--- src/rtl/i2s_tx.sv ---
// i2s_tx: serialises a mono sample stream as Philips I2S.
// The same word goes to both channels. SCLK and LRCK are divided down from clk.
// A sample accepted before a frame wrap appears on sd_o from the next frame.
// No backpressure: samples are absorbed into a one-deep holding register.
// Overrun and underrun are reported as one-cycle pulses.
module i2s_tx #(
   parameter int DATA_WIDTH = 8,
   parameter int SLOT_WIDTH = 24,
   parameter int SCLK_HALF  = 4
) (
   input  logic                         clk,
   input  logic                         rst,
   input  logic signed [DATA_WIDTH-1:0] data_i,
   input  logic                         vld_i,
   output logic                         sclk_o,
   output logic                         lrck_o,
   output logic                         sd_o,
   output logic                         frame_o,
   output logic                         underrun_o,
   output logic                         overrun_o
);

   localparam int FRAME_BITS = 2 * SLOT_WIDTH;
   localparam int PW         = $clog2(FRAME_BITS);
   localparam int DVW        = $clog2(SCLK_HALF);
   localparam int IW         = (DATA_WIDTH > 1) ? $clog2(DATA_WIDTH) : 1;

   // clock divider and bit clock
   logic [DVW-1:0]        r_div;
   logic                  r_sclk;

   // frame position and serial outputs
   logic [PW-1:0]         r_p;
   logic                  r_lrck;
   logic                  r_sd;

   // sample path
   logic [DATA_WIDTH-1:0] r_hold;
   logic                  r_pending;
   logic [DATA_WIDTH-1:0] r_frame;
   logic                  r_frame_pls;
   logic                  r_underrun;
   logic                  r_overrun;

   logic                  w_div_tc;
   logic                  w_fall;
   logic                  w_p_last;
   logic                  w_load;
   logic [PW-1:0]         w_p_nxt;
   logic [PW-1:0]         w_slot_pos;
   logic                  w_in_data;
   logic [IW-1:0]         w_idx;
   logic                  w_bit;
   logic                  w_lrck_nxt;

   // The divider wraps every SCLK_HALF cycles. A falling tick is a wrap
   // while sclk is high, which is when the DAC-facing data may change.
   assign w_div_tc = (r_div == DVW'(SCLK_HALF - 1));
   assign w_fall   = w_div_tc & r_sclk;

   // Bit position wraps after 2*SLOT_WIDTH bits. The frame register is
   // reloaded only on the wrap tick, so it stays stable for a whole frame.
   assign w_p_last = (r_p == PW'(FRAME_BITS - 1));
   assign w_p_nxt  = w_p_last ? '0 : r_p + PW'(1);
   assign w_load   = w_fall & w_p_last;

   // Position within the current channel slot. Slot bit 0 is the one-bit
   // I2S delay. The MSB sits at slot bit 1, and the LSB sits at
   // slot bit DATA_WIDTH.
   assign w_lrck_nxt = (w_p_nxt >= PW'(SLOT_WIDTH));
   assign w_slot_pos = w_lrck_nxt ? (w_p_nxt - PW'(SLOT_WIDTH)) : w_p_nxt;
   assign w_in_data  = (w_slot_pos != '0) && (w_slot_pos <= PW'(DATA_WIDTH));

   // DATA_WIDTH - slot_pos lies within 0..DATA_WIDTH-1 whenever w_in_data
   // is set. Modular arithmetic on the low IW bits is therefore exact.
   assign w_idx = IW'(DATA_WIDTH) - w_slot_pos[IW-1:0];
   assign w_bit = r_frame[w_idx];

   // Divide clk into the bit clock; sclk rises SCLK_HALF cycles after reset.
   always_ff @(posedge clk) begin
      if (rst) begin
         r_div  <= '0;
         r_sclk <= 1'b0;
      end else if (w_div_tc) begin
         r_div  <= '0;
         r_sclk <= ~r_sclk;
      end else begin
         r_div  <= r_div + DVW'(1);
      end
   end

   // Advance the bit position on falling ticks and present LRCK/SD for it.
   always_ff @(posedge clk) begin
      if (rst) begin
         r_p    <= '0;
         r_lrck <= 1'b0;
         r_sd   <= 1'b0;
      end else if (w_fall) begin
         r_p    <= w_p_nxt;
         r_lrck <= w_lrck_nxt;
         r_sd   <= w_in_data & w_bit;
      end
   end

   // Hold the newest sample, load it into the frame at the wrap, and flag
   // overrun and underrun. A strobe on the wrap cycle is not an overrun.
   // The frame takes the old hold value, and the new sample stays pending.
   always_ff @(posedge clk) begin
      if (rst) begin
         r_hold      <= '0;
         r_pending   <= 1'b0;
         r_frame     <= '0;
         r_frame_pls <= 1'b0;
         r_underrun  <= 1'b0;
         r_overrun   <= 1'b0;
      end else begin
         r_frame_pls <= w_load;
         r_underrun  <= w_load & ~r_pending;
         r_overrun   <= vld_i & r_pending & ~w_load;
         if (w_load) begin
            r_frame <= r_hold;
         end
         if (vld_i) begin
            r_hold <= data_i;
         end
         if (vld_i) begin
            r_pending <= 1'b1;
         end else if (w_load) begin
            r_pending <= 1'b0;
         end
      end
   end

   assign sclk_o     = r_sclk;
   assign lrck_o     = r_lrck;
   assign sd_o       = r_sd;
   assign frame_o    = r_frame_pls;
   assign underrun_o = r_underrun;
   assign overrun_o  = r_overrun;

endmodule

--- config.mk ---
export PLATFORM = sky130hd
export DESIGN_NAME = i2s_tx
export DESIGN_NICKNAME = d
export VERILOG_FILES = /design/src/rtl/i2s_tx.sv
export SDC_FILE = /design/constraint.sdc
export NUM_CORES = 1
export LEC_CHECK = 0
export CAP_MARGIN = 0
export CELL_PAD_IN_SITES_DETAIL_PLACEMENT = 0
export CELL_PAD_IN_SITES_GLOBAL_PLACEMENT = 1
export CORE_ASPECT_RATIO = 0.5
export CORE_MARGIN = 1.5
export CORE_UTILIZATION = 37
export CTS_CLUSTER_DIAMETER = 120
export DETAILED_ROUTE_END_ITERATION = 8
export GPL_ROUTABILITY_DRIVEN = 0
export PLACE_DENSITY = 0.79
export SYNTH_ARGS = -nofsm -noshare
export SYNTH_HDL_FRONTEND = slang
export SYNTH_SLANG_ARGS = --single-unit
--- constraint.sdc ---
create_clock -name clk -period 1.84 [get_ports clk]
set_input_delay 0.276 -clock clk [delete_from_list [all_inputs] [get_ports clk]]
set_output_delay 0.276 -clock clk [all_outputs]
set_load 0.02 [all_outputs]
# --- Word level (Yosys, flattened, before mapping) ---
# Index checks and enable logic that the tools add are counted.
classes:
  add_sub_neg: 4
  n_lt_le_gt_ge: 3
  eq_ne: 2
  n_mux: 6
  n_bitwise: 9
  n_reduce_logical: 4
op_table:
  columns: ["operator", "count"]
  rows:
  - ["6-bit two-way mux", 2]
  - ["6-bit by 1-bit adder with 6-bit output, second input constant", 1]
  - ["1-bit AND", 6]
  - ["6-bit == test, second input constant", 1]
  - ["6-bit by 5-bit greater-or-equal comparator with 1-bit output, second input constant", 1]
  - ["6-bit by 4-bit <= comparator with 1-bit output, second input constant", 1]
  - ["6-bit nonzero test", 1]
  - ["6-bit by 5-bit subtractor with 6-bit output, second input constant", 1]
  - ["3-bit by 4-bit less-than comparator with 1-bit output, second input constant", 1]
  - ["1-bit binary-select mux with 3-bit select", 1]
  - ["1-bit two-way mux", 3]
  - ["1-bit inverter", 3]
  - ["1-bit by 3-bit subtractor with 3-bit output, first input constant", 1]
  - ["2-bit by 1-bit adder with 2-bit output, second input constant", 1]
  - ["2-bit == test, second input constant", 1]
  - ["2-bit nonzero test", 1]
  - ["2-bit OR reduction", 1]
  - ["1-bit logical AND", 1]
word_totals:
  register_bits: 31
  in_bits: 11
  out_inout_bits: 6
  word_cells: 39

# --- Longest topological paths before layout ---
# Gate-level depths: netlist of run 1.
logic_depth:
  depth_word: 8
  ltp_mapped: 7

# --- Least setup slack after synthesis of run 1 ---
# OpenSTA, ideal clock, no wires.
synth_timing:
  path_kind: "register -> register"
  start: "register r_p[0]"
  end: "register r_sd (netlist: sd_o)"
  setup_ns: 0.116
  arrival_time_ns: 1.591
  t_required_ns: 1.724
  setup_slack_ns: 0.133
  stages_incl_launch_ff: 8
  period_less_slack_ns: 1.707
  cell_sequence: "dfxtp_1 -> ha_1 -> and4b_1 -> buf_6 -> a21o_1 -> a211oi_1 -> o32ai_1 -> a41o_1"
synth_between:
  elab_chain_cells: 8
  word_cells_on_any_way: 13
synth_lines:
  columns: ["element", "line_no", "text"]
  rows:
  - ["start, declared", "33", "logic [PW-1:0] r_p;"]
  - ["start signal, assigned", "99", "r_p <= w_p_nxt;"]
  - ["6-bit by 1-bit adder with 6-bit output / 6-bit == test (equally long branches)", "64, 63", null]
  - ["6-bit two-way mux *", "64", "assign w_p_nxt = w_p_last ? '0 : r_p + PW'(1);"]
  - ["6-bit by 5-bit subtractor with 6-bit output / 6-bit by 5-bit greater-or-equal comparator with 1-bit output (equally long branches)", "71, 70", null]
  - ["6-bit two-way mux *", "71", "assign w_slot_pos = w_lrck_nxt ? (w_p_nxt - PW'(SLOT_WIDTH)) : w_p_nxt;"]
  - ["1-bit by 3-bit subtractor with 3-bit output", "76", "assign w_idx = IW'(DATA_WIDTH) - w_slot_pos[IW-1:0];"]
  - ["1-bit binary-select mux with 3-bit select", "77", "assign w_bit = r_frame[w_idx];"]
  - ["1-bit two-way mux (implied by the code)", "77", null]
  - ["1-bit AND *", "101", "r_sd <= w_in_data & w_bit;"]
  - ["end signal, assigned", "101", null]
  - ["end, declared", "35", "logic r_sd;"]
# Mark *: on every way between the ends. The rest lies on a longest branch, timed or not. The select of a mux whose other input is x is not followed.
# A chain may end at the register's enable or synchronous reset.

# --- Worst setup path after layout of run 1 ---
# Ends and elaborated chain as after synthesis.

==> flow_results.org, run 1 <==
** Placed design
- Total placed instance area :: 0.00175 mm^2
- After legalization and detailed placement, the total HPWL measured 2.07 mm.
- Port buffer count :: 16

** Critical path
- At the worst endpoint, the required time is 2.02 ns.
- Endpoint arrival time on the critical path :: 1.95 ns
- Worst R2R End :: sd_o
- Startpoint types :: flip-flop
- The worst register-to-register path begins at r_p[0].
- The critical path ends at sd_o.
- Startpoint-to-endpoint class of the critical path :: reg2reg
- Cells on worst reg2reg path :: 6
- Along the worst path, the maximum fanout reaches 6.
- The critical path starts at r_p[0].
- STA classifies the critical path endpoint as a flip-flop.
- R2R setup slack :: 0.07 ns

** Power and ir drop
- Per report_power, the combinational group accounts for 6.5% of the total.
- Across the VDD grid, the largest voltage drop is 0.331 mV.
- NetSw :: 0.000309 W
- Power spread over the standard cell area amounts to 697 mW/mm^2.
- Clock group share of total power :: 39.9%
- In this run switching power makes up 23.5% of total power.
- Internal power comes to 0.00100 W.
- Leakage power :: 0.771 nW
- Per report_power, the sequential group accounts for 53.6% of the total.

** Detailed routing
- Detailed router's first-iteration violation count :: 74
- Drt drc :: 0
- Dividing the detail-routed via count by the number of cells gives 4.86.
- The routed design has 3.04 mm of wire.
- Dividing the detail-routed wire length by the instance count gives 12.2 um.
- Via count of the routed design :: 1210
- The detail route stage leaves a number of antenna-violating nets equal to 0.
- Before antenna repair, the detailed router went through 4 iterations.

** CTS
- Hold buffer count at CTS :: 0
- Deepest clock path buffer count :: 2
- TritonCTS built the clock tree.
- Clock-pin slew of the registers on the worst-case setup and hold paths :: 0.07 ns
- CTS Buf Count :: 5
- The H-tree generated during clock tree synthesis spans 2 levels.
- Root cell of the clock tree :: sky130_fd_sc_hd__clkbuf_8
- The clock reaches the later pin of the worst-skew pair after 0.28 ns.
- The clock drives 31 sinks.

** STA
- Hold Fails Final Rpt :: 0
- Worst clock skew :: 0.00180 ns
- The max-slew violation count came to 0.
- Hold Worst Slack :: 0.432 ns
- For the pin with the worst max-slew slack, the measured transition is 0.545 ns.
- Of the available clock period, the critical path in the final layout requires 96.1%.
- Derived from the worst setup path, the maximum achievable clock frequency is 565 MHz.
- Measured against its own limit, the worst slew margin works out to 63.6%.
- The routed design could run at a clock period as short as 1.77 ns.
- Setup violations remaining at the end of the flow were counted as 0.
- Setup tns final :: 0 ns

** Layout
- The area growth from synthesis to layout is 26.2%.
- Layout fillers :: 376
- After routing the design area is 0.00188 mm^2.
- Count of antenna diodes in the layout :: 0
- The multi-input combinational cells in the finished layout cover a total of 828 um^2.
- Area taken by flip-flops and latches :: 623 um^2
- Fraction of layout cells with a size suffix above 1 :: 18.5%
- The top cell types in the final layout, fill and taps aside, are 29 x sky130_fd_sc_hd__nor2_1, 29 x sky130_fd_sc_hd__dfxtp_1, 19 x sky130_fd_sc_hd__mux2i_1.
- Number of nets in the finished design :: 208

** GRT
- Global routing used 14.6% of the available tracks across all layers.
- GRT Residual Overflow :: 0
- The initial antenna violation count is 0.
- First-pass GRT wire length :: 4.74 mm
- Number of global-route vias before repair :: 1037
- Entering global routing, the biggest net connects 32 pins.

** Floorplan
- IO Count :: 17
- Starting Density :: 38.4%
- Chip Width :: 92.8 um
- Floorplan die area :: 0.00445 mm^2
- The total area inside the core boundary comes to 0.00388 mm^2.
- The die is 47.9 um tall.
- Number of cell rows :: 16

** Synth
- Counting distinct cell types in the post-synthesis netlist gives 42.
- The synthesized netlist occupies a cell area of 0.00149 mm^2.
- Sequential cell area fraction in the yosys report :: 41.6%
- By area the synthesized netlist is led by sky130_fd_sc_hd__dfxtp_1 42%, sky130_fd_sc_hd__mux2i_1 13%, sky130_fd_sc_hd__nor2_1 7.3%, sky130_fd_sc_hd__a211oi_1 3.0%, sky130_fd_sc_hd__nor3_1 2.7%.
- Averaged over all synthesized cells, the footprint is 8.83 um^2.
- Dominant cell type by area after synthesis :: sky130_fd_sc_hd__dfxtp_1
- Number of cells produced by synthesis :: 169
- Of the post-synthesis cell area, the dominant cell type holds 41.6%.
- The number of nets handed over by synthesis was 183.
- Number of synthesized flops with an enable pin :: 0
- Yosys printed 0 warnings.
- Post-synthesis register bit count :: 31
- For this run, the leading register cell type out of synthesis is sky130_fd_sc_hd__dfxtp_1.
- For this run, asynchronously set or reset flops after synthesis account for 0%.

** Job
- Across the run, the number of max-cap violations was 0.

** Outcome
- Result of the run :: completed

** Worst hold path
- Min-Delay Path Class :: reg2reg
- Along the worst hold path, the cell count comes to 1.
==> sequential cells by signal (all words and copies together), names as in the netlist <==
| register | cells |
|---|---|
| frame_o | 1 |
| lrck_o | 1 |
| overrun_o | 1 |
| r_div | 2 |
| r_frame | 8 |
| r_hold | 8 |
| r_p | 6 |
| r_pending | 1 |
| sclk_o | 1 |
| sd_o | 1 |
| underrun_o | 1 |
==> layout make-up <==
| type | count | share of cell area, % |
|---|---|---|
| clock inverters | 2 | 0.664 |
| inverters | 6 | 1.20 |
| well taps | 54 | 3.59 |
| clock buffers | 6 | 3.85 |
| repair buffers | 29 | 13.7 |
| flip-flops and latches | 31 | 33.1 |
| multi-input cells | 121 | 44.0 |
==> cells by family after synthesis <==
kind of cell             Yosys count  synth area share [%]
AO/OA/AOI/OAI                     28                  13.2
XOR/XNOR                           6                  3.52
adder cells (fa/ha/maj)            3                  2.51
buffers and inverters             17                  4.94
flip-flops                        31                  41.6
multiplexers                      19                  12.7
AND/OR/NAND/NOR                   65                  21.5
==> synth_stat cells (2+ instances only) <==
| master | n |
|---|---|
| sky130_fd_sc_hd__dfxtp_1 | 31 |
| sky130_fd_sc_hd__and4b_1 | 2 |
| sky130_fd_sc_hd__a211oi_1 | 6 |
| sky130_fd_sc_hd__xor2_1 | 2 |
| sky130_fd_sc_hd__nor3b_1 | 2 |
| sky130_fd_sc_hd__o211ai_1 | 2 |
| sky130_fd_sc_hd__nand3_1 | 3 |
| sky130_fd_sc_hd__xnor2_1 | 4 |
| sky130_fd_sc_hd__clkbuf_1 | 7 |
| sky130_fd_sc_hd__nor2b_1 | 2 |
| sky130_fd_sc_hd__nor3_1 | 8 |
| sky130_fd_sc_hd__o21ai_0 | 3 |
| sky130_fd_sc_hd__ha_1 | 3 |
| sky130_fd_sc_hd__inv_1 | 6 |
| sky130_fd_sc_hd__nor2_1 | 29 |
| sky130_fd_sc_hd__mux2i_1 | 19 |
| sky130_fd_sc_hd__and2_1 | 2 |
| sky130_fd_sc_hd__a21oi_1 | 6 |
| sky130_fd_sc_hd__nand2_1 | 8 |
| sky130_fd_sc_hd__a21o_1 | 2 |
==> per-stage QoR <==
| stage | std cells | util (%) | setup slack, ns | power, W |
|---|---|---|---|---|
| final | 249 | 48.5 | 0.0713 | 0.00131 |
| after global routing | 249 | 48.5 | -0.0386 | 0.00137 |
| after CTS | 247 | 47.3 | 0.0166 | 0.00133 |
| after detailed placement | 239 | 45.1 | -0.0646 | 0.000804 |
| after global placement | 239 | 45.1 | 0.0120 | 0.000800 |
| after floorplan | 169 | - | 0.133 | 0.000764 |
==> worst min path at each step <==
stage,startpoint,end,slack (ns)
3_3_place_gp,r_div[0],r_div[0],0.41
5_1_grt,r_div[0],r_div[0],0.44
6_report,r_div[0],r_div[0],0.43
2_1_floorplan,r_div[0],r_div[0],0.40
3_5_place_dp,r_div[0],r_div[0],0.42
4_1_cts,r_div[0],r_div[0],0.43
==> power by group through the flow <==
| stage | sequential, W | clock, W | combinational, W |
|---|---|---|---|
| floorplan | 0.000719 | 0 | 0.0000449 |
| CTS | 0.000703 | 0.000541 | 0.0000861 |
| global placement | 0.000717 | 0 | 0.0000831 |
| finish | 0.000703 | 0.000524 | 0.0000856 |
| global route | 0.000705 | 0.000573 | 0.0000934 |
| detailed placement | 0.000718 | 0 | 0.0000855 |
==> repair_timing <==
| item | in CTS | in global routing |
|---|---|---|
| gates cloned | 0 | 0 |
| gates resized for setup | 1 | 10 |
| buffers inserted | 0 | 2 |
| pin swaps | 0 | 1 |
| endpoints found under the hold margin | 0 | 0 |
| setup endpoints to repair | 1 | 6 |
==> critical path, cell delays in order (launching register included) <==
cell,delay (ns)
sky130_fd_sc_hd__dfxtp_2,0.35
sky130_fd_sc_hd__ha_2,0.21
sky130_fd_sc_hd__and4b_2,0.30
sky130_fd_sc_hd__a21o_1,0.23
sky130_fd_sc_hd__a211oi_2,0.26
sky130_fd_sc_hd__o32ai_2,0.13
sky130_fd_sc_hd__a41o_1,0.18
==> layer usage <==
layer	share of wire, %	up-vias	wire (um)	track usage (%)
met5	0	-	0	0
met4	1.5	0	46	8.48
met3	3.1	5	95	5.24
met2	42	12	1290	22.6
met1	53	556	1600	18.2
li1	-	637	-	-
(Power assumes the default switching activity.)
==> run 2: changes to the inputs <==
- CORE_ASPECT_RATIO: 0.5 -> default
- PLACE_DENSITY: 0.79 -> 0.85
==> flow_results.org, run 2 (same netlist as run 1, synthesis figures left out) <==
** GRT
- Largest net degree at the start of global routing :: 32 (unchanged)
- The first-pass GRT wire length came to 5.69 mm (+20%).
- The combined global-route utilization of all metal layers was 17.0% (+2.4 points).
- The initial antenna violation count is 0 (unchanged).
- Number of global-route vias before repair :: 1310 (+26%)
- GRT Residual Overflow :: 0 (unchanged)

** Critical path
- Worst R2R End :: sd_o
- Slowest cell on the critical path :: sky130_fd_sc_hd__dfxtp_2
- Critical Path End Type :: flip-flop
- Cell chain of the critical path :: ha_4, xnor2_1, and2_1, nor3_1, or2_2, a41o_1
- The reg-to-reg setup timing slack was 0.13 ns (+0.05 ns).
- Reg2reg start :: r_p[1]
- Endpoint arrival time on the critical path :: 1.90 ns (-0.05 ns)
- STA classifies the critical path startpoint as a flip-flop.
- Broken down by cell family, the worst path's largest delay share belongs to simple AND/OR/NAND/NOR gates.
- The number of cells on the worst reg-to-reg path came to 6 (unchanged).
- Critical path data required time :: 2.02 ns (about the same)
- The cell depth of the worst setup path came to 6 (unchanged).
- The biggest cell delay along the critical path is 0.35 ns (about the same).
- Worst Path Max Fanout :: 6 (unchanged)
- The buffering stage count on the worst path with inverters included was 0 (unchanged).
- Startpoint-to-endpoint class of the critical path :: reg2reg

** Floorplan
- Area inside the core boundary :: 0.00377 mm^2 (-2.9%)
- The overall die height was 66.5 um (+39%).
- The horizontal die dimension came to 66.5 um (-28%).
- IO Count :: 17 (unchanged)
- Starting Density :: 39.6% (+1.1 points)
- The cell row count was 22 (+6).
- Floorplan die area :: 0.00442 mm^2 (-0.53%)

** Detailed routing
- WL per Instance :: 12.8 um (+5.1%)
- The total iterations of the first detailed-routing run was 4 (unchanged).
- The via count came to 1240 (+2.5%).
- Wirelength, routed :: 3.09 mm (+1.7%)
- Count of antenna-violating nets left after detailed routing :: 0 (unchanged)
- Detailed router's first-iteration violation count :: 77 (+4.1%)
- Mean number of vias per cell :: 5.15 (+5.9%)
- Drt drc :: 0 (unchanged)

** STA
- Fin crit period :: 1.71 ns (-0.0537 ns)
- Count of endpoints failing setup in the final report :: 0 (unchanged)
- The final count of hold timing violations is 0 (unchanged).
- The final worst clock skew was 0.00556 ns (+0.00376 ns).
- Ratio of final minimum period to clock period :: 93.2% (-2.9 points)
- The worst path setup slack after routing is 0.125 ns (+0.0537 ns).
- Timing-limited maximum frequency :: 583 MHz (+3.1%)
- Setup repair after global routing left no endpoint under its margin.
- The remaining max-slew budget at the tightest pin came to 65.0% (+1.5 points).
- The max-slew violation count was 0 (unchanged).
- Worst Max-Slew Pin Slew :: 0.523 ns (-0.0217 ns)
- The worst slack on hold paths was 0.439 ns (+0.00717 ns).

** Layout
- Number of nets in the finished design :: 206 (-0.96%)
- Area taken by flip-flops and latches :: 623 um^2 (unchanged)
- The area growth from synthesis to layout is 24.6%.
- Count of antenna diodes in the layout :: 0 (unchanged)
- Area taken by multi-input logic gates :: 826 um^2 (-0.30%)
- Largest registers ranked by flip-flop count :: r_frame: 8 flops, r_hold: 8 flops, r_p: 6 flops
- The filler cell count in the final layout was 348 (-7.4%).
- The final cell count without fillers came to 241 (-3.2%).
- The share of post-route cells with drive strength above 1 is 16.1% (-2.4 points).
- Post-layout util :: 49.3% (+0.79 points)
- The library cells used most frequently in the layout, excluding fill and tap cells, are 29 x sky130_fd_sc_hd__nor2_1, 29 x sky130_fd_sc_hd__dfxtp_1, 18 x sky130_fd_sc_hd__mux2i_1.

** CTS
- H-Tree Level Count :: 2 (unchanged)
- The hold buffer count at CTS was 0 (unchanged).
- CTS Buf Count :: 5 (unchanged)
- The largest buffer count on any clock path is 2 (unchanged).
- Clock sinks :: 31 (unchanged)
- Insertion delay of the later-clocked pin in the worst-skew pair :: 0.28 ns (about the same)
- The clock edge transition at the registers on the reported setup and hold paths was 0.07 ns (about the same).
- Root cell of the clock tree :: sky130_fd_sc_hd__clkbuf_8
- TritonCTS built the clock tree.

** Power and ir drop
- The leakage component of the power came to 0.750 nW (-2.7%).
- Total power divided by cell area :: 705 mW/mm^2 (+1.2%)
- Largest voltage drop on the vdd net :: 0.420 mV (+27%)

** Worst hold path
- In this run the worst hold path is classified as reg2reg.
- Depth of the worst hold-timing path :: 1 (unchanged)
- Hold Path Sink :: r_div[0]
- In this run the most critical hold path is launched from r_div[0].

** Placed design
- Setup slack at placement :: -0.0608 ns (+0.00377 ns)
- Port buffer count :: 16 (unchanged)
- Placed cells :: 233 (-2.5%)
- The half-perimeter wire length after placement came to 2.23 mm (+7.4%).

** Outcome
- The flow ran to the end, and the final reports show no timing, DRC or antenna violations.

** Job
- The max-capacitance violation count is 0 (unchanged).
==> run 2: cell types whose count changed in the layout (fill, tap and decap cells not counted), sizes merged <==
cell	delta
buf	-2
==> run 2: area by class of cell <==
class / instances / area share (%)
well taps: 48 / 3.23
repair buffers: 27 / 13.1
flip-flops and latches: 31 / 33.5
multi-input cells: 121 / 44.4
clock buffers: 6 / 3.90
inverters: 6 / 1.21
clock inverters: 2 / 0.673
==> run 2: where the power goes <==
group | internal [W] | leakage (nW) | total, W | switching [W]
Combinational | 0.0000476 | 0.456 | 0.0000849 | 0.0000372
Sequential | 0.000692 | 0.253 | 0.000703 | 0.0000114
Clock | 0.000264 | 0.0412 | 0.000523 | 0.000259
==> run 2: worst max-delay path by stage <==
stage	start	end	slack [ns]
after floorplan	r_p[0]	sd_o	0.13
after global placement	r_p[1]	sd_o	0.03
after detailed placement	r_p[1]	sd_o	-0.06
after CTS	r_p[1]	sd_o	0.03
after global routing	r_p[0]	sd_o	0.003
final	r_p[1]	sd_o	0.13
==> run 2: timing repair <==
| item | in CTS | in global routing |
|---|---|---|
| pin swaps | 0 | 0 |
| hold endpoints to repair | 0 | 0 |
| endpoints found under the setup margin | 1 | 1 |
| gates cloned | 0 | 0 |
| gates resized for setup | 2 | 7 |
| setup buffers | 0 | 0 |
==> run 2: routing by layer <==
metal | GRT usage (%) | up-vias | wire length [um]
li1 | - | 632 | -
met1 | 18.5 | 577 | 1370
met2 | 29.4 | 24 | 1570
met3 | 6.25 | 7 | 111
met4 | 7.14 | 0 | 43
met5 | 0 | - | 0
==> run 2: stage by stage <==
stage | cell area, um^2 | power [W] | TNS (ns)
2_1_floorplan | 1490 | 0.000764 | 0
3_3_place_gp | 1740 | 0.000799 | 0
3_5_place_dp | 1740 | 0.000803 | -0.0608
4_1_cts | 1830 | 0.00132 | 0
5_1_grt | 1860 | 0.00138 | 0
6_report | 1860 | 0.00131 | 0
==> run 3: changes to the inputs <==
- CELL_PAD_IN_SITES_DETAIL_PLACEMENT: 0 -> default
- CELL_PAD_IN_SITES_GLOBAL_PLACEMENT: 1 -> default
- CORE_UTILIZATION: 37 -> 45
- CTS_BUF_LIST: default -> sky130_fd_sc_hd__clkbuf_2
- PLACE_DENSITY: 0.85 -> 0.81
- SETUP_SLACK_MARGIN: default -> 0.02
==> flow_results.org, run 3 (same netlist as run 1, synthesis figures left out) <==
** STA
- Fin crit period :: 1.77 ns (+0.0580 ns)
- The final count of hold timing violations was 0 (unchanged).
- Worst Max-Slew Pin Slew :: 0.546 ns (+0.0226 ns)
- The final worst clock skew came to 0.0214 ns (+0.0159 ns).
- RSZ-0062 raised after global routing :: true
- The share of the clock period used by the worst path is 96.4% (+3.2 points).
- Timing-limited maximum frequency :: 564 MHz (-3.3%)
- Slack of the critical path :: 0.0670 ns (-0.0580 ns)
- The final setup violation count came to 0 (unchanged).
- Worst slew margin relative to its limit :: 63.5% (-1.5 points)
- The max-slew violation count was 0 (unchanged).

** Worst hold path
- Depth of the worst hold-timing path :: 1 (unchanged)
- In this run the worst hold path is classified as reg2reg.

** Power and ir drop
- Comb pwr share :: 7.6% (+1.1 points)
- The clock power share was 29.9% (-10 points).
- The internal power summed over all cells was 0.000836 W (-17%).
- The power density normalized to cell area came to 633 mW/mm^2 (-10%).
- The leakage component of the power was 0.735 nW (-2.0%).
- Fraction of power consumed by sequential logic :: 62.6% (+8.9 points)
- Largest voltage drop on the vdd net :: 0.408 mV (-3.0%)
- The total power after layout came to 0.00113 W (-14%).
- The switching power total is 0.000290 W (-5.8%).
- The fraction of power spent switching nets came to 25.7% (+2.3 points).

** Critical path
- The top fanout value on the critical path was 8 (+2).
- Worst setup startpoint :: r_p[0]
- The data arrival time of the critical path was 2.11 ns (+0.21 ns).
- In this run the critical register-to-register path is launched from r_p[0].
- The reg-to-reg setup timing slack was 0.07 ns (-0.06 ns).
- Startpoint types :: flip-flop
- Startpoint-to-endpoint class of the critical path :: reg2reg
- Capturing instance or port of the critical path :: sd_o
- The worst setup path is captured at a flip-flop.
- Critical path data required time :: 2.18 ns (+0.16 ns)
- Cells on worst reg2reg path :: 6 (unchanged)
- Worst R2R End :: sd_o

** Placed design
- Total placed instance area :: 0.00172 mm^2 (-1.1%)
- Port buffer count :: 16 (unchanged)
- The total instance count after detailed placement is 227 (-2.6%).
- The half-perimeter wire length after placement came to 2.11 mm (-5.2%).
- The post-placement worst setup slack was -0.0909 ns (-0.0301 ns).

** Layout
- Post-layout util :: 57.3% (+8.0 points)
- The diode insertion count for antenna repair came to 0 (unchanged).
- The total number of nets in the final design came to 204 (-0.97%).
- Largest registers ranked by flip-flop count :: r_frame: 8 flops, r_hold: 8 flops, r_p: 6 flops
- Leaving out fill and tap cells, the most frequent cell in the layout is sky130_fd_sc_hd__dfxtp_1.
- Layout Area Growth over Synthesis :: 19.1%
- Fraction of layout cells with a size suffix above 1 :: 13.6% (-2.4 points)
- Post-Layout Cell Count :: 235 (-2.5%)
- The final standard cell area without fillers is 0.00178 mm^2 (-4.4%).
- The top cell types in the final layout, fill and taps aside, are 31 x sky130_fd_sc_hd__dfxtp_1, 29 x sky130_fd_sc_hd__nor2_1, 19 x sky130_fd_sc_hd__mux2i_1.

** Detailed routing
- Drt drc :: 0 (unchanged)
- The wire length per cell after detailed routing came to 12.7 um (-1.2%).
- Mean number of vias per cell :: 5.40 (+5.0%)
- Number of iterations in the first detailed-routing pass :: 4 (unchanged)
- Wirelength, routed :: 2.98 mm (-3.7%)
- Detailed router's first-iteration violation count :: 66 (-14%)
- The post-route antenna net violation count was 0 (unchanged).
- Via count of the routed design :: 1269 (+2.3%)

** GRT
- The combined global-route utilization of all metal layers is 19.0% (+2.1 points).
- The pin count of the biggest net entering global routing came to 32 (unchanged).
- The first-pass GRT wire length is 5.09 mm (-11%).
- The sum of overflow across all layers after global routing was 0 (unchanged).
- Number of global-route vias before repair :: 1203 (-8.2%)
- The initial antenna violation count is 0 (unchanged).

** CTS
- The later-pin clock latency in the skew report was 0.38 ns (+0.10 ns).
- The total CTS buffers was 5 (unchanged).
- Clock sinks :: 31 (unchanged)
- Clock tree from TritonCTS :: done
- The H-tree level count is 2 (unchanged).
- Deepest clock path buffer count :: 2 (unchanged)
- The tree is rooted in a sky130_fd_sc_hd__clkbuf_2.
- The hold buffer count at CTS came to 0 (unchanged).
- The clock edge transition at the registers on the reported setup and hold paths is 0.17 ns (+0.10 ns).

** Floorplan
- The I/O pin count came to 17 (unchanged).
- Floorplan die area :: 0.00367 mm^2 (-17%)
- Chip Width :: 60.6 um (-8.9%)
- The effective utilization at floorplan came to 48.1% (+8.5 points).
- Die extent in y :: 60.6 um (-8.9%)
- Area inside the core boundary :: 0.00310 mm^2 (-18%)
- Number of cell rows :: 20 (-9.1%)

** Outcome
- Result of the run :: completed

** Job
- The max-capacitance violation count is 0 (unchanged).
run 3: cell types whose count changed in the layout (fill, tap and decap cells not counted), sizes merged:
cell	delta
buf	-2
run 3: power groups by stage:
stage | clock network (W) | logic [W] | registers (W)
6_report | 0.000337 | 0.0000851 | 0.000704
5_1_grt | 0.000377 | 0.0000936 | 0.000708
4_1_cts | 0.000344 | 0.0000857 | 0.000704
3_5_place_dp | 0 | 0.0000853 | 0.000719
3_3_place_gp | 0 | 0.0000813 | 0.000718
2_1_floorplan | 0 | 0.0000449 | 0.000719
run 3: worst min path at each step:
| stage | end | from |
|---|---|---|
| 2_1_floorplan | r_div[0] | r_div[0] |
| 3_3_place_gp | r_div[0] | r_div[0] |
| 3_5_place_dp | r_div[0] | r_div[0] |
| 4_1_cts | r_div[0] | r_div[0] |
| 5_1_grt | r_div[0] | r_div[0] |
| 6_report | r_div[0] | r_div[0] |
run 3: worst max-delay path: stages (launching register included):
cell and delay, ns:
sky130_fd_sc_hd__dfxtp_1 0.41, sky130_fd_sc_hd__ha_2 0.27, sky130_fd_sc_hd__and4b_4 0.34, sky130_fd_sc_hd__mux2i_1 0.20, sky130_fd_sc_hd__o21ai_0 0.10, sky130_fd_sc_hd__o32ai_1 0.25, sky130_fd_sc_hd__a41o_1 0.19
run 3: cell type report:
class	instances	area [um^2]
Fill cell	286	1330
Multi-Input combinational cell	121	810
Sequential cell	31	621
Timing Repair Buffer	25	228
Tap cell	44	55.1
Clock buffer	6	30.0
Inverter	6	22.5
Clock inverter	2	12.5
run 3: repair_timing:
item / 4_1_cts / 5_1_grt
pin swaps: 1 / 0
gates resized for setup: 2 / 2
buffers inserted: 0 / 0
endpoints found under the setup margin: 1 / 10
run 3: per-layer routing:
layer	GRT usage [%]	up-vias	part of all wire, %
met4	9.01	0	1.3
li1	-	632	-
met2	31.2	46	47
met1	22.4	587	46
met3	6.40	4	5.7
met5	0	-	0
run 3: metrics by stage:
step	setup TNS, ns	hold slack (ns)
after floorplan	0	0.404
final	0	0.445
after global routing	-0.0439	0.468
after detailed placement	-0.0909	0.428
after global placement	0	0.413
after CTS	0	0.448
==> variant, RTL diff (config.mk and constraints of run 3) <==
`DATA_WIDTH`: 8 -> 4.
--- a/src/rtl/i2s_tx.sv
+++ b/src/rtl/i2s_tx.sv
@@ -5,5 +5,5 @@
 // Overrun and underrun are reported as one-cycle pulses.
 module i2s_tx #(
-   parameter int DATA_WIDTH = 8,
+   parameter int DATA_WIDTH = 4,
    parameter int SLOT_WIDTH = 24,
    parameter int SCLK_HALF  = 4
Interface: changed (resized data_i); port bits go from 17 to 13. The function was not compared with the original's and may differ.
==> variant against run 3 <==
Worst setup slack better by 0.071 ns; wire length decreased by 46%; cell area is 37% lower; via count fell by 39%; sequential share of layout area up 6.2 points; sequential cell count is 8 lower; count of clock-buffer cells in the layout fell by 3; synthesized area down 37%; total power is 30% lower; clock power is 40% lower.
==> variant: results (changes against run 3) <==
layout:
  reg_top3: "r_p: 6 flops, r_frame: 4 flops, r_hold: 4 flops"
  drive_above_1_share: 0.121  # -0.0154
  fillers: 203  # -29%
  nNetsFinal: 126  # -38%
clock_network:
  cts_buffer_depth: 2  # unchanged
  ctsRootBufferMaster: "clkbuf_2"
  cts_setup_buffers: 0  # unchanged
  h-tree-depth: 1  # -1
  clock_latency_ns: 0.33  # -0.05 ns
  clk_pin_slew_ns: 0.21  # +0.04 ns
  numCtsBuffers: 3  # -2
  cts.repair.resized: 0  # -2
drt:
  finalWirelength_um: 1610  # -46%
  drt_iter0_markers: 12  # -82%
  drt-wirelength-per-cell_um: 11.2  # -11%
  dr.pass1.iters: 5  # +1
  vias: 769  # -39%
outcome:
  status: "complete, no violations"
synthesis:
  ys_types: 26  # -38%
  synth_compound_area_frac: 0.119  # -0.0124
  yosysWarnings: 0  # unchanged
  synthMuxAreaShare: 0.0662  # -0.0612
  async_reset_ff_frac: 0  # unchanged
  synth_cells: 101  # -40%
  synth_ff_type: "dfxtp_1"
  yosys.area_share.adder: 0.0265  # +0.00134
  syn_nets: 110  # -40%
  synth_area_leaders: "dfxtp_1 49%, a21oi_1 5.3%, nor2_1 5.2%, nand2_1 4.8%, mux2i_1 4.2%"
  synth-seq-area-share: 0.487  # +0.0717
  synthTopCellsByCount: "23 x dfxtp_1, 13 x nor2_1, 12 x nand2_1"
  synth-xor-area-share: 0.0371  # +0.00188
pwr:
  power_switching_w: 0.000188  # -35%
  vdd.ir_drop.worst_mv: 0.638  # +56%
  p_leak_nw: 0.417  # -43%
critical_path:
  crit_fanout: 5  # -3
  cp.arrival_ns: 1.97  # -0.14 ns
grt:
  grt_usage: 0.151  # -0.0395
  grt_antenna_before_repair: 0  # unchanged
  grt_start_max_net_pins: 15  # -53%
  grt_pass1_vias: 668  # -44%
  grt_pass1_wl_um: 2790  # -45%
  overflow: 0  # unchanged
place:
  dp.cells: 139  # -39%
  hpwl_um: 1170  # -45%
  placed_cell_area_um2: 1100  # -36%
  portBuffers: 12  # -4
hold_path:
  hold_class: "register to register"
timing:
  fin_skew_ns: 0.00414  # -0.0173 ns
  timing.slew.headroom: 0.766  # +0.131
==> variant: worst paths after layout <==
kind / startpoint / end / slack, ns / cells after the start
worst min register to register: r_div[0] / r_div[0] / 0.46 / 1
worst min-delay path: r_div[0] / r_div[0] / 0.46 / 1
worst max-delay path: r_p[1] / lrck_o / 0.14 / 6
worst max register to register: r_p[1] / lrck_o / 0.14 / 6
==> variant: critical path, stage by stage (launching register included) <==
cell      delay (ns)
dfxtp_1         0.45
ha_1            0.23
nand3_1         0.11
nor3_1          0.16
a21oi_1         0.09
or3_1           0.38
a211oi_1        0.22
==> variant: power by group through the flow <==
stage	clock (W)	sequential [W]	combinational, W
5_1_grt	0.000232	0.000527	0.0000677
3_3_place_gp	0	0.000533	0.0000598
6_report	0.000203	0.000524	0.0000607
2_1_floorplan	0	0.000535	0.0000313
3_5_place_dp	0	0.000534	0.0000611
4_1_cts	0.000214	0.000524	0.0000614
==> variant: cells by family (layout without fill, tap and decap cells) <==
group | count (synthesis) | in the layout
AND/OR/NAND/NOR | 44 | 44
flip-flops | 23 | 23
AO/OA/AOI/OAI | 17 | 17
buffers and inverters | 6 | 21
multiplexers | 5 | 5
XOR/XNOR | 4 | 4
adder cells (fa/ha/maj) | 2 | 2
==> variant: stage by stage <==
stage / setup slack, ns / util
6_report: 0.138 / 0.572
5_1_grt: 0.0250 / 0.572
4_1_cts: 0.0805 / 0.571
3_5_place_dp: 0.123 / 0.560
3_3_place_gp: 0.213 / 0.560
2_1_floorplan: 0.200 / -
==> variant: cell type report <==
cell class / instances / share of cell area
clock inverter: 1 / 0.00669
timing repair buffer: 17 / 0.140
multi-input combinational: 72 / 0.398
clock buffer: 3 / 0.0134
tap: 27 / 0.0301
sequential: 23 / 0.411
==> variant: metal layers <==
layer | global-route usage | vias up | share of wire
li1 | - | 386 | -
met3 | 0.0399 | 2 | 0.047
met1 | 0.196 | 360 | 0.48
met5 | 0 | - | 0
met4 | 0.0857 | 0 | 0.014
met2 | 0.226 | 21 | 0.46
